### src/rtl/seg7_pkg.sv
// Shared types and constants for the two-digit multiplexed 7-segment driver.
// Segment codes are active-low, bit 0 = a through bit 6 = g.
package seg7_pkg;

    typedef enum logic [1:0] {
        ONES_BLANK = 2'd0,
        ONES_ON    = 2'd1,
        TENS_BLANK = 2'd2,
        TENS_ON    = 2'd3
    } slot_state_t;

    localparam logic [6:0] SEG_OFF = 7'h7F;

    localparam logic [0:9][6:0] SEG_TABLE = {
        7'h40, 7'h79, 7'h24, 7'h30, 7'h19,
        7'h12, 7'h02, 7'h78, 7'h00, 7'h10
    };

endpackage

### src/rtl/seg7_decode.sv
// Decimal digit to active-low 7-segment pattern.
// Non-decimal inputs light nothing.
module seg7_decode
    import seg7_pkg::*;
(
    input  logic [3:0] digit,
    output logic [6:0] seg
);

    always_comb begin
        seg = SEG_OFF;
        if (digit < 4'd10) begin
            seg = SEG_TABLE[digit];
        end
    end

endmodule

### src/rtl/seg7_scan_display.sv
// Two-digit multiplexed 7-segment scanner for a 0..15 count, with
// anti-ghost blanking at the start of each digit slot.
module seg7_scan_display
    import seg7_pkg::*;
#(
    parameter int SCAN_DIV  = 50,
    parameter int BLANK_CYC = 2
) (
    input  logic       CLK,
    input  logic       RST,
    input  logic [3:0] value,
    input  logic       blank_lz,
    output logic [6:0] SEG,
    output logic [1:0] DIG
);

    localparam int CW = $clog2(SCAN_DIV);
    localparam logic [CW-1:0] LAST = CW'(SCAN_DIV - 1);
    localparam logic [CW-1:0] BLK  = CW'(BLANK_CYC);

    generate
        if (BLANK_CYC < 1 || BLANK_CYC > SCAN_DIV - 1) begin : g_bad_param
            $error("seg7_scan_display: need 1 <= BLANK_CYC <= SCAN_DIV-1");
        end
    endgenerate

    slot_state_t   state;
    slot_state_t   state_n;
    logic [CW-1:0] cnt;
    logic [CW-1:0] cnt_n;
    logic [3:0]    snap;
    logic [3:0]    ones;
    logic [3:0]    digit;
    logic          tens;
    logic          first;
    logic          last;
    logic [6:0]    seg_dec;
    logic [6:0]    seg_n;
    logic [1:0]    dig_n;

    assign last  = (cnt == LAST);
    assign tens  = (snap >= 4'd10);
    assign ones  = snap - (tens ? 4'd10 : 4'd0);
    assign digit = (state == TENS_ON) ? {3'b000, tens} : ones;

    seg7_decode u_decode (
        .digit (digit),
        .seg   (seg_dec)
    );

    always_comb begin
        cnt_n   = last ? '0 : cnt + CW'(1);
        state_n = state;
        if (last) begin
            state_n = (state == TENS_ON || state == TENS_BLANK)
                    ? ONES_BLANK : TENS_BLANK;
        end else if (cnt_n == BLK) begin
            state_n = (state == TENS_BLANK) ? TENS_ON : ONES_ON;
        end
    end

    // Outputs register the current slot, so edge k shows cycle k of the frame.
    always_comb begin
        seg_n = SEG_OFF;
        dig_n = 2'b11;
        unique case (1'b1)
            (state == ONES_ON): begin
                dig_n = 2'b10;
                seg_n = seg_dec;
            end
            (state == TENS_ON && !(blank_lz && !tens)): begin
                dig_n = 2'b01;
                seg_n = seg_dec;
            end
            default: ;
        endcase
    end

    always_ff @(posedge CLK) begin
        if (RST) begin
            state <= ONES_BLANK;
            cnt   <= '0;
            snap  <= 4'd0;
            first <= 1'b1;
            SEG   <= SEG_OFF;
            DIG   <= 2'b11;
        end else begin
            state <= state_n;
            cnt   <= cnt_n;
            first <= 1'b0;
            SEG   <= seg_n;
            DIG   <= dig_n;
            if (first || (state == TENS_ON && last)) begin
                snap <= value;
            end
        end
    end

endmodule

### config.mk
export PLATFORM = sky130hd
export DESIGN_NAME = seg7_scan_display
export DESIGN_NICKNAME = d
export VERILOG_FILES = /design/src/rtl/seg7_pkg.sv /design/src/rtl/seg7_decode.sv /design/src/rtl/seg7_scan_display.sv
export SDC_FILE = /design/constraint.sdc
export NUM_CORES = 1
export LEC_CHECK = 0
export ABC_AREA = 1
export BUFFER_PORTS_ARGS = -buffer_cell sky130_fd_sc_hd__buf_2
export CAP_MARGIN = 20
export CELL_PAD_IN_SITES_DETAIL_PLACEMENT = 0
export CELL_PAD_IN_SITES_GLOBAL_PLACEMENT = 1
export CORE_MARGIN = 1.5
export CORE_UTILIZATION = 37
export DETAILED_ROUTE_END_ITERATION = 6
export PLACE_DENSITY = 0.8
export SYNTH_ARGS = -nofsm -noshare
export SYNTH_HDL_FRONTEND = slang
export SYNTH_SLANG_ARGS = --single-unit
### constraint.sdc
create_clock -name CLK -period 1.7 [get_ports CLK]
set_input_delay 0.17 -clock CLK [delete_from_list [all_inputs] [get_ports CLK]]
set_output_delay 0.17 -clock CLK [all_outputs]
set_load 0.005 [all_outputs]
==> impl_metrics.csv, run 1 <==
group,metric,value,unit
outcome,outcome,"finished, final reports clean",
worst_setup_path,worstReg2RegStart,"snap[2]",
logic_synthesis,ys_types,25,
drt,route.detailed.drc,0,
global_routing,grt_pass1_wl,3.57,mm
placement,place.gp.congestion,0.801,
placement,placed_cells,202,
logic_synthesis,ys_seq_elements,22,
drt,avgViaCountPerCell,4.58,
sta,hold_viol_final,0,
sta,fmax,0.618,GHz
worst_setup_path,rrSetupSlack,0.08,ns
clock_network,cts.htree.levels,1,
clock_network,cts_buffer_depth,2,
sta,min_period_over_period,95.2,%
sta,finalClockSkew,0.00522,ns
global_routing,grt_pass1_vias,880,
worst_setup_path,arrival,1.81,ns
clock_network,path_clk_slew,0.11,ns
die,coreArea,3000,um^2
sta,worstMarginPinSlew,0.308,ns
logic_synthesis,synth_area,1160,um^2
die,dieArea,3480,um^2
power,leakage,0.000632,uW
placement,portBuffers,15,
layout,nets,192,
logic_synthesis,yosysSeqAreaShare,38.0,%
drt,firstDrtPassIters,2,
global_routing,overflow,0,
drt,wl_per_cell,9.65,um
sta,setup_violations,0,
layout,fillerInstances,303,
logic_synthesis,yosysWarnings,0,
clock_network,cts_tree,"built",
layout,drive_gt1_share,32.8,%
clock_network,insertion_delay,0.29,ns
layout,n_antenna_cell,0,
worst_setup_path,end_kind,"flip-flop",
job,max-cap-violations,0,
global_routing,antenna_found_initial,0,
layout,area_delta_synth_final,19.7,%
worst_setup_path,required,1.90,ns
drt,vias,949,
placement,pre_cts_ws,-0.0398,ns
die,chipWidth,59.0,um
worst_setup_path,worstSetupStartpoint,"snap[2]",
power,p_total,990,uW
drt,ant_nets,0,
sta,min_period,1.62,ns
drt,wl,2.00,mm
sta,maxSlewHeadroom,79.4,%
worst_setup_path,r2r_end,"SEG[5]",
worst_hold_path,hold_path.class,"input port to flip-flop",
die,chipHeight,59.0,um
die,start_util,38.6,%
logic_synthesis,netlist_instances,149,
worst_hold_path,min_to,"DIG[1]",
sta,setup_ws,0.0822,ns
sta,rsz0062_at_grt,"true",
worst_hold_path,hp-start,"blank_lz",
power,power_density,713,nW/um^2
clock_network,clkSinkCount,22,
global_routing,track_usage,13.4,%
placement,place_hpwl,1.60,mm
worst_setup_path,cp-start-kind,"flip-flop",
worst_hold_path,holdPathStages,3,
worst_setup_path,critPathMaxFanout,5,
power,vdd_drop_max,0.000325,V
logic_synthesis,syn_nets,165,
clock_network,cts-buffers-inserted,3,
die,num_rows,20,
worst_setup_path,crit_type,"flip-flop to flip-flop",
clock_network,cts_root_buf,"clkbuf_4",
layout,fin_cells,207,
die,num_io_pins,16,
logic_synthesis,avgSynthCellArea,7.78,um^2
worst_setup_path,r2r_cells,9,
sta,final_max_slew_viol_count,0,
global_routing,grt_start_max_net_pins,12,
drt,drt_iter0_drc,16,
layer usage:
layer,up-vias,global-route usage (%),part of all wire [%]
met4,0,6.82,0.95
li1,513,-,-
met3,2,3.28,4.7
met1,422,16.7,47
met2,12,21.4,47
met5,-,0,0
area by class of cell:
cell class	instances	area, um^2	share of cell area, %
Timing Repair Buffer	23	141	10.2
Clock buffer	3	22.5	1.62
Tap cell	33	41.3	2.97
Multi-Input combinational cell	103	651	46.8
Inverter	23	88.8	6.40
Sequential cell	22	444	32.0
worst max-delay path, stage by stage (launching register included):
cell,delay [ns]
dfxtp_2,0.34
o21ai_2,0.17
inv_2,0.07
ha_4,0.16
ha_4,0.22
nor2_4,0.13
inv_2,0.05
or2_1,0.24
nand3_1,0.09
nand2_1,0.05
cells in the mapped netlist:
| master | n | area share (%) |
|---|---|---|
| nand3_2 | 3 | 2.6 |
| o21ai_2 | 2 | 1.5 |
| nor2_1 | 22 | 7.1 |
| ha_1 | 9 | 9.7 |
| xor2_2 | 1 | 1.4 |
| o21ai_0 | 4 | 1.7 |
| buf_6 | 1 | 0.97 |
| or2_1 | 2 | 1.1 |
| o21a_1 | 1 | 0.65 |
| nor2_4 | 3 | 2.9 |
| dfxtp_1 | 22 | 38 |
| a21oi_1 | 3 | 1.3 |
| nand2_4 | 1 | 0.97 |
| nand4_1 | 3 | 1.6 |
| nand2_1 | 29 | 9.4 |
| inv_4 | 1 | 0.54 |
| nor2_8 | 1 | 1.7 |
| inv_2 | 5 | 1.6 |
| clkinv_1 | 1 | 0.32 |
| inv_1 | 16 | 5.2 |
| nor2_2 | 2 | 1.1 |
| o21ai_1 | 3 | 1.3 |
| nand2_2 | 3 | 1.6 |
| nand3_1 | 10 | 4.3 |
| a21oi_4 | 1 | 1.4 |
per-stage QoR:
stage,setup TNS (ns),hold slack (ns),util (%),area [um^2]
final,0,0.101,46.3,1390
after global routing,-0.0453,0.0769,46.3,1390
after CTS,0,0.00240,45.0,1350
after detailed placement,-0.166,0.324,43.6,1310
after global placement,0,0.320,43.6,1310
after floorplan,0,0.198,-,1160
layout by cell type, fill, tap and decap left out, types with 2 or more instances in the layout:
| master | n |
|---|---|
| dfxtp_1 | 19 |
| nand2_2 | 3 |
| or2_1 | 2 |
| a21oi_1 | 3 |
| nor2_1 | 22 |
| dfxtp_2 | 3 |
| buf_4 | 6 |
| clkbuf_4 | 3 |
| o21ai_2 | 3 |
| ha_1 | 6 |
| buf_2 | 15 |
| inv_2 | 7 |
| nor2_4 | 3 |
| ha_4 | 2 |
| nand2_1 | 29 |
| nor2_2 | 2 |
| nand4_1 | 3 |
| o21ai_0 | 4 |
| nand3_1 | 10 |
| inv_1 | 14 |
| nand3_2 | 3 |
| o21ai_1 | 2 |
power breakdown:
| part | internal, uW | total, uW | switching [uW] | leakage [uW] |
|---|---|---|---|---|
| clock | 82.4 | 223 | 140 | 0.0000138 |
| combinational | 96.5 | 208 | 111 | 0.000437 |
| sequential | 541 | 560 | 18.9 | 0.000181 |
| total | 720 | 990 | 270 | 0.000632 |
flip-flops by register name (all words and copies together) (netlist names):
name,count
DIG,2
SEG,7
cnt,6
first,1
snap,4
state,2
worst max-delay path by stage:
stage,endpoint,slack (ns)
finish,SEG[5],0.08
global route,SEG[5],-0.03
CTS,SEG[5],0.02
detailed placement,SEG[3],-0.04
global placement,SEG[6],0.01
floorplan,SEG[0],0.01
cells by family (layout without fill, tap and decap cells):
kind of cell    Yosys count  count (layout)  synth area share (%)
flops                    22              22                  38.0
xor+xnor                  1               1                  1.40
compound gates           14              14                  7.88
simple gates             79              79                  34.4
fa+ha+maj                 9               9                  9.71
buf+inv                  24              49                  8.63
what timing repair did:
item                       4_1_cts  5_1_grt
hold buffers                     0        1
pin swaps                        2        8
setup endpoints to repair        6        7
buffers inserted                 0        1
hold endpoints to repair         0        1
gates resized for setup          4        6
(Power assumes the default switching activity.)
==> run 2, diff against run 1 <==
- CORE_UTILIZATION: 37 -> 44
- PLACE_DENSITY: 0.8 -> 0.88
- clock period: 1.7 -> 2 ns (I/O delays scaled with it)
==> run 2 against run 1 <==
  * Sequential power is 15% lower
  * Final cell count is 4.8% lower
  * Clock power is 9% higher
  * Critical path type unchanged
  * Wire length is 7.1% lower
  * Clock-buffer cell count is 1 higher
  * Flip-flop and latch count stayed put
  * Combinational power is 31% lower
  * Setup slack better by 0.12 ns
  * Via count is 5.8% lower
  * Largest cell class unchanged
  * Clock skew is 0.0024 ns lower
  * Design area is 6.6% lower
  * Hold slack worse by 0.063 ns
==> impl_metrics.csv, run 2 (same netlist as run 1, synthesis figures left out) <==
group,metric,value,unit
outcome,outcome,"finished, final reports clean",
layout,layout_common_cells,"nand2_1 (29), dfxtp_1 (22), nor2_1 (22)",
power,leakage,0.000602,uW
die,num_io_pins,16,
power,power_density,664,nW/um^2
sta,worstMarginPinSlew,0.292,ns
sta,finalClockSkew,0.00278,ns
global_routing,grt_start_max_net_pins,13,
clock_network,cts_root_buf,"clkbuf_4",
worst_hold_path,hold_path.class,"input port to flip-flop",
sta,min_period,1.80,ns
clock_network,cts_buffer_depth,2,
die,chipWidth,54.3,um
layout,largest_register,"SEG",
clock_network,path_clk_slew,0.12,ns
layout,final_common_cell,"nand2_1",
layout,top_regs,"SEG: 7 flops, cnt: 6 flops, snap: 4 flops",
die,start_util,46.8,%
layout,nets,184,
layout,fin_cells,197,
clock_network,cts-buffers-inserted,3,
placement,placed_cells,193,
sta,min_period_over_period,89.8,%
layout,drive_gt1_share,25.1,%
sta,rsz0062_at_grt,"false",
worst_setup_path,end_kind,"flip-flop",
drt,vias,894,
die,dieArea,2950,um^2
drt,drt_iter0_drc,13,
sta,final_max_slew_viol_count,0,
drt,route.detailed.drc,0,
worst_setup_path,crit_type,"flip-flop to flip-flop",
global_routing,grt_pass1_wl,3.09,mm
clock_network,insertion_delay,0.30,ns
global_routing,antenna_found_initial,0,
placement,portBuffers,15,
worst_setup_path,critPathMaxFanout,5,
clock_network,ctsResizeCount,0,
global_routing,track_usage,14.6,%
drt,avgViaCountPerCell,4.54,
placement,place_hpwl,1.52,mm
die,coreArea,2480,um^2
sta,hold_viol_final,0,
job,max-cap-violations,0,
placement,place.gp.congestion,0.769,
placement,pre_cts_ws,0.202,ns
layout,n_antenna_cell,0,
drt,wl_per_cell,9.42,um
layout,area_delta_synth_final,11.9,%
drt,firstDrtPassIters,4,
drt,wl,1.86,mm
sta,holdWs,0.0381,ns
layout,largest_reg_flops,7,
sta,finalSetupTns,0,ns
clock_network,cts_setup_buffers,0,
clock_network,cts.htree.levels,1,
worst_setup_path,path_cells,"o21ai_1 -> inv_1 -> ha_1 -> nor2_4 -> inv_1 -> ha_1 -> or2_1 -> nand2_1 -> o21ai_2",
worst_setup_path,worst_path_max_delay_cell,"dfxtp_1",
global_routing,grt_pass1_vias,750,
die,num_rows,18,
worst_setup_path,required,2.21,ns
die,chipHeight,54.3,um
global_routing,overflow,0,
worst_setup_path,cpPeakStageDelay,0.35,ns
drt,ant_nets,0,
clock_network,clkSinkCount,22,
sta,maxSlewHeadroom,80.5,%
power,vdd_drop_max,0.000450,V
sta,setup_ws,0.203,ns
sta,setup_violations,0,
clock_network,postCtsHoldBufs,0,
clock_network,cts_tree,"built",
sta,fmax,0.557,GHz
worst_setup_path,arrival,2.01,ns
worst_setup_path,cp-start-kind,"flip-flop",
-- run 2: routing by layer --
layer	vias up	GRT usage, %	wire, um
met5	-	0	0
met1	381	17.8	934
met2	13	23.7	813
met4	0	7.50	27
li1	498	-	-
met3	2	3.55	81
-- run 2: worst max-delay path: cells and delay by family (launching register included) --
family	cells	cell delay, ns
compound gates	2	0.25
fa+ha+maj	2	0.47
buf+inv	2	0.16
flops	1	0.35
simple gates	3	0.48
-- run 2: cell type report --
cell class	instances	area, um^2
Fill cell	253	1180
Multi-Input combinational cell	103	619
Sequential cell	22	440
Inverter	23	88.8
Timing Repair Buffer	15	75.1
Tap cell	30	37.5
Clock buffer	4	36.3
-- run 2: worst paths after layout --
| path | cells after the start | slack (ns) | start | to |
|---|---|---|---|---|
| worst min register to register | 2 | 0.50 | state[0] | state[0] |
| worst max-delay path | 9 | 0.20 | snap[2] | SEG[0] |
| worst min-delay path | 1 | 0.04 | RST | first |
| worst max register to register | 9 | 0.20 | snap[2] | SEG[0] |
-- run 2: per-stage QoR --
stage	instance area, um^2	util, %	total power (uW)
floorplan	1160	-	599
global route	1300	52.4	911
global placement	1260	50.9	629
CTS	1300	52.4	873
detailed placement	1260	50.9	631
finish	1300	52.4	861
-- run 2: power breakdown --
part / switching (uW) / internal [uW] / total [uW]
clock network: 131 / 111 / 242
logic: 85.0 / 59.4 / 144
registers: 16.3 / 459 / 475
